## src/rtl/seq_add_sub.sv

```systemverilog
// seq_add_sub: multi-cycle N-bit adder/subtractor, W bits per clock, LSB chunk first
module seq_add_sub #(
    parameter int N = 8,
    parameter int W = 2
) (
    input  logic         clk,
    input  logic         rst,
    input  logic         start,
    input  logic         mode,
    input  logic [N-1:0] A,
    input  logic [N-1:0] B,
    input  logic         Cin,
    output logic         busy,
    output logic         done,
    output logic [N-1:0] Sum,
    output logic         Cout,
    output logic         Ovf
);
    localparam int C = N / W;
    localparam int CW = C > 1 ? $clog2(C) : 1;
    typedef enum logic [1:0] {IDLE, RUN, DONE} state_t;
    state_t state, nxt;
    logic [CW-1:0] cnt;
    logic [N-1:0] a_w, b_w, s_w, s_sh;
    logic [W:0] csum;
    logic carry, last, cmsb;
    // operands shift right each cycle so the live chunk is always bits W-1:0
    assign csum = {1'b0, a_w[W-1:0]} + {1'b0, b_w[W-1:0]} + {{W{1'b0}}, carry};
    assign s_sh = (s_w >> W) | (N'(csum[W-1:0]) << (N - W));
    assign cmsb = a_w[W-1] ^ b_w[W-1] ^ csum[W-1];
    assign last = cnt == CW'(C - 1);
    always_comb begin
        nxt  = (state == RUN) ? (last ? DONE : RUN) : (start ? RUN : IDLE);
        busy = state == RUN;
        done = state == DONE;
    end
    always_ff @(posedge clk) begin
        if (rst) begin
            state <= IDLE;
            cnt   <= '0;
            a_w   <= '0;
            b_w   <= '0;
            s_w   <= '0;
            carry <= 1'b0;
            Sum   <= '0;
            Cout  <= 1'b0;
            Ovf   <= 1'b0;
        end else begin
            state <= nxt;
            if (state != RUN && start) begin
                a_w   <= A;
                b_w   <= mode ? ~B : B;
                carry <= Cin ^ mode;
                cnt   <= '0;
            end else if (state == RUN) begin
                a_w   <= a_w >> W;
                b_w   <= b_w >> W;
                s_w   <= s_sh;
                carry <= csum[W];
                cnt   <= cnt + CW'(1);
                if (last) begin
                    Sum  <= s_sh;
                    Cout <= csum[W];
                    Ovf  <= cmsb ^ csum[W];
                end
            end
        end
    end
endmodule

```

## config.mk

```make
export PLATFORM = sky130hd
export DESIGN_NAME = seq_add_sub
export DESIGN_NICKNAME = d
export VERILOG_FILES = /design/src/rtl/seq_add_sub.sv
export SDC_FILE = /design/constraint.sdc
export NUM_CORES = 1
export LEC_CHECK = 0
export BUFFER_PORTS_ARGS = -buffer_cell sky130_fd_sc_hd__buf_2
export CORE_MARGIN = 1
export CORE_UTILIZATION = 54
export DETAILED_ROUTE_END_ITERATION = 8
export HOLD_SLACK_MARGIN = 0.06
export PLACE_DENSITY = 0.78
export SLEW_MARGIN = 25
export SYNTH_ARGS = -nofsm -noshare
export SYNTH_HDL_FRONTEND = slang
export SYNTH_SLANG_ARGS = --single-unit
```

## constraint.sdc

```tcl
create_clock -name clk -period 2.72 [get_ports clk]
set_input_delay 0.544 -clock clk [delete_from_list [all_inputs] [get_ports clk]]
set_output_delay 0.544 -clock clk [all_outputs]
set_load 0.005 [all_outputs]
```

* Word-level counts from Yosys, hierarchy flattened
Cells that the tools add are included.
Operators by class: add/sub/neg operators 3, multipliers 0, divide/modulo/power cells 0, magnitude comparators 0, eq/ne operators 4, shift-type cells 0, multiplexer cells 10, bitwise logic cells 7, reduce and logical (&&, ||, !) cells 5
Operator list (number):
- 8-bit 2-to-1 mux | 5
- 8-bit NOT | 1
- 6-bit by 8-bit bitwise OR with 8-bit output | 1
- 2-bit == test, second input constant | 2
- 2-bit 2-to-1 mux | 2
- 1-bit XOR | 4
- 2-bit by 2-bit adder with 3-bit output | 1
- 3-bit by 1-bit adder with 3-bit output | 1
- 1-bit 2-to-1 mux | 3
- 3-bit AND reduction | 1
- 2-bit by 1-bit adder with 2-bit output, second input constant | 1
- 2-bit by 1-bit == test with 1-bit output, second input constant | 1
- 2-bit by 1-bit != test with 1-bit output, second input constant | 1
- 2-bit AND reduction | 1
- 2-bit nonzero test | 1
- 2-bit OR reduction | 1
- 1-bit logical AND | 1
- 1-bit NOT | 1
Storage, ports and cells: bits in registers 39, latch bits 0, bits in writable memories 0, memory bits (read-only) 0, input port bits 21, output and inout port bits 12, logic and storage cells 38, memories kept 0

* Longest topological paths before layout
word-level depth 4, mapped depth 6, gate-level depth less buffers 6

* Worst setup path after synthesis
No wires, ideal clock.
kind reg-to-reg, start register a_w[0], end register Ovf, setup time 0.096 ns, arrival 1.788 ns, data required time 2.624 ns, setup slack 0.836 ns, cell stages (with the launch flop) 7, buffers on the path 0, clock period less this slack 1.884 ns, path through dfxtp_1 -> inv_1 -> fa_1 -> fa_1 -> xor2_1 -> nor2_1 -> o41ai_2
On the way: longest elaborated chain between the ends 4
RTL lines:
- from (decl) | line 24 | logic [N-1:0] a_w, b_w, s_w, s_sh;
- from (signal assigned) | line 56 | a_w <= a_w >> W;
- 2-bit by 2-bit adder with 3-bit output * | line 28 | assign csum = {1'b0, a_w[W-1:0]} + {1'b0, b_w[W-1:0]} + {{W{1'b0}}, carry};
- 3-bit by 1-bit adder with 3-bit output * | line 28
- 1-bit XOR | line 30 | assign cmsb = a_w[W-1] ^ b_w[W-1] ^ csum[W-1];
- 1-bit XOR * | line 64 | Ovf <= cmsb ^ csum[W];
- to (signal assigned) | line 64
- to (decl) | line 17 | output logic Ovf
Mark *: on every way between the ends. The rest lies on a longest branch, timed or not. A chain may end at the register's enable or synchronous reset.

* Final worst setup path
Ends and elaborated chain as after synthesis.

==> results.sh <==
export IMPL_syn_area_per_cell_sq_um=9.38
export IMPL_yosys_area_top_type="dfxtp_1"
export IMPL_grt_max_degree=29
export IMPL_tritoncts="built"
export IMPL_port_buffers=32
export IMPL_criticalPathCategory="reg2reg"
export IMPL_drv_cap=0
export IMPL_fin_crit_ps=2080
export IMPL_ys_warn_count=0
export IMPL_clkTransAtPathRegs_ps=120
export IMPL_wire_per_inst_um=12.2
export IMPL_ys_ff_latch=37
export IMPL_netlist_instances=182
export IMPL_dr_pass1_iters=4
export IMPL_synth_area_leaders="dfxtp_1 (43%), nand2_1 (6.2%), mux2i_1 (5.3%)"
export IMPL_ant_nets=0
export IMPL_dr_first_iter_drc_count=38
export IMPL_die_area_sq_mm=0.00339
export IMPL_ctsResizeCount=0
export IMPL_grt_pass1_wl_mm=5.26
export IMPL_holdBufCountCts=0
export IMPL_crit_path_max_fanout=3
export IMPL_post_cts_buffers=0
export IMPL_synth_top_area_share_pct=43.4
export IMPL_ctsHtreeMaxLevel=2
export IMPL_reg2reg_to="Ovf"
export IMPL_grt_overflow=0
export IMPL_tns_ps=0
export IMPL_place_congestion=0.748
export IMPL_setup_viol=0
export IMPL_holdWs_ps=442
export IMPL_leakagePower_nw=0.800
export IMPL_synth_distinct_cells=31
export IMPL_drv_slew=0
export IMPL_required_ps=2980
export IMPL_drcViolationCount=0
export IMPL_dp_cells=246
export IMPL_antenna_found_initial=0
export IMPL_syn_area_sq_mm=0.00171
export IMPL_post_route_cell_area_sq_mm=0.00192
export IMPL_crit_end="Ovf"
export IMPL_startpoint_type="flip-flop"
export IMPL_yosysSeqAreaShare_pct=43.4
export IMPL_slew_headroom_pct=61.7
export IMPL_reg2reg_depth=6
export IMPL_track_usage_pct=20.3
export IMPL_fin_util_pct=63.6
export IMPL_max_freq_mhz=482
export IMPL_insertedDiodeCount=0
export IMPL_die_h_um=58.2
export IMPL_numCtsBuffers=5
export IMPL_endpoint_kind="flip-flop"
export IMPL_drive_gt1_share_pct=26.2
export IMPL_row_count=20
export IMPL_min_path_type="in2reg"
export IMPL_power_density_mw_per_mm2=634
export IMPL_wirelength_mm=3.10
export IMPL_r2r_slack_ps=640
export IMPL_ios=33
export IMPL_cts_sinks=37
export IMPL_finalCritPeriodShare_pct=76.3
export IMPL_grt_pass1_vias=1250
export IMPL_clock_latency_ps=340
export IMPL_nets=234
export IMPL_place_area_sq_mm=0.00182
export IMPL_area_growth_pct=12.8
export IMPL_routed_via_density=5.22
export IMPL_setup_worst_path_start="a_w[0]"
export IMPL_clock_path_buffers=2
export IMPL_r2r_start="a_w[0]"
export IMPL_synth_nets=207
export IMPL_status="completed"
export IMPL_vias=1325
export IMPL_fillers=252
export IMPL_initial_core_util_pct=56.4
export IMPL_peakVddDrop_uv=494
export IMPL_coreArea_sq_mm=0.00303
export IMPL_die_w_um=58.2
export IMPL_place_hpwl_mm=2.14
export IMPL_crit_arrival_ps=2340
export IMPL_rsz0062_at_grt="false"
export IMPL_clk_root_buffer_cell="clkbuf_4"
export IMPL_final_setup_skew_ps=9.67
export IMPL_tightest_slew_ps=574
export IMPL_hold_viol=0
export IMPL_fin_cells=254
[sequential cells by signal, indices dropped and copies added, names as in the netlist]
name / flops
Ovf: 1
Sum: 8
state: 2
Cout: 1
cnt: 2
a_w: 8
s_w: 6
b_w: 8
carry: 1
[area by class of cell]
type / instances / area, sq um / area share (%)
Timing Repair Buffer: 33 / 168 / 8.71
Clock inverter: 3 / 65.1 / 3.38
Inverter: 6 / 25.0 / 1.30
Clock buffer: 5 / 37.5 / 1.95
Multi-Input combinational cell: 126 / 833 / 43.3
Sequential cell: 37 / 741 / 38.5
Tap cell: 44 / 55.1 / 2.86
[cell usage in the layout, fill, tap and decap left out]
cell type,instances
bufinv_16,2
xor2_1,2
nor2_1,22
xnor2_1,8
and2b_1,1
and2_1,1
nand3b_1,3
dfxtp_1,37
nand2_1,28
nand2b_1,3
a211oi_1,10
mux2i_1,9
nand3b_2,1
a21oi_1,14
buf_2,32
inv_1,5
clkinv_2,1
and3b_2,1
a21oi_2,5
inv_4,1
nand2b_4,1
a211oi_2,3
a211o_1,6
ha_1,2
buf_4,1
o21ai_0,1
nor2_2,1
clkbuf_4,5
or3_1,1
fa_1,2
o41ai_2,1
[Yosys cell counts]
cell       n
a211o_1    6
a211oi_1  10
a211oi_2   3
a21oi_1   14
a21oi_2    5
and2_1     1
and2b_1    1
and3b_2    1
buf_1      1
buf_2      2
buf_4      3
buf_6      6
clkbuf_1   1
dfxtp_1   37
fa_1       2
ha_1       2
inv_1      5
inv_4      1
mux2i_1    9
nand2_1   28
nand2b_1   3
nand2b_4   1
nand3b_1   3
nand3b_2   1
nor2_1    22
nor2_2     1
o21ai_0    1
o41ai_2    1
or3_1      1
xnor2_1    8
xor2_1     2
[per-stage QoR]
step | worst slack (ps) | power [mW]
after floorplan | 836 | 0.736
after global placement | 792 | 0.755
after detailed placement | 693 | 0.764
after CTS | 657 | 1.23
after global routing | 551 | 1.27
final | 644 | 1.22
[critical path, cell delays in order, from the launching register on]
cell and delay (ps):
dfxtp_1 350, inv_1 60, fa_1 450, fa_1 600
xor2_1 210, nor2_1 80, o41ai_2 250
[logic make-up (layout without fill, tap and decap cells)]
group,count (synthesis),count (layout),synth area share [%]
fa+ha+maj,4,4,3.81
mux,9,9,5.28
simple gates,63,63,17.0
xor+xnor,10,10,5.13
flops,37,37,43.4
buf+inv,19,47,7.77
compound gates,40,40,17.6
[per-layer routing]
metal	track usage, %	share of wire [%]	vias up
met5	0	0	-
met4	9.18	1.5	0
met3	4.69	3.9	7
met2	34.8	49	33
met1	24.0	45	623
li1	-	-	662
[worst min path at each step]
stage | slack, ps | end | startpoint | cells past startpoint
5_1_grt | 480 | Sum[0] | s_w[2] | 2
4_1_cts | 440 | a_w[7] | A[7] | 3
3_3_place_gp | 440 | Sum[0] | s_w[2] | 2
3_5_place_dp | 440 | Sum[2] | Sum[2] | 2
6_report | 440 | a_w[7] | A[7] | 3
2_1_floorplan | 430 | Sum[0] | s_w[2] | 2
[power by group]
group / switching (mW) / total, mW / internal [mW] / leakage [nW]
registers: 0.0187 / 0.590 / 0.571 / 0.303
clock network: 0.181 / 0.466 / 0.285 / 0.0552
logic: 0.0919 / 0.164 / 0.0721 / 0.443
total: 0.292 / 1.22 / 0.928 / 0.800
Note: power is estimated with default switching activity, not from simulation.
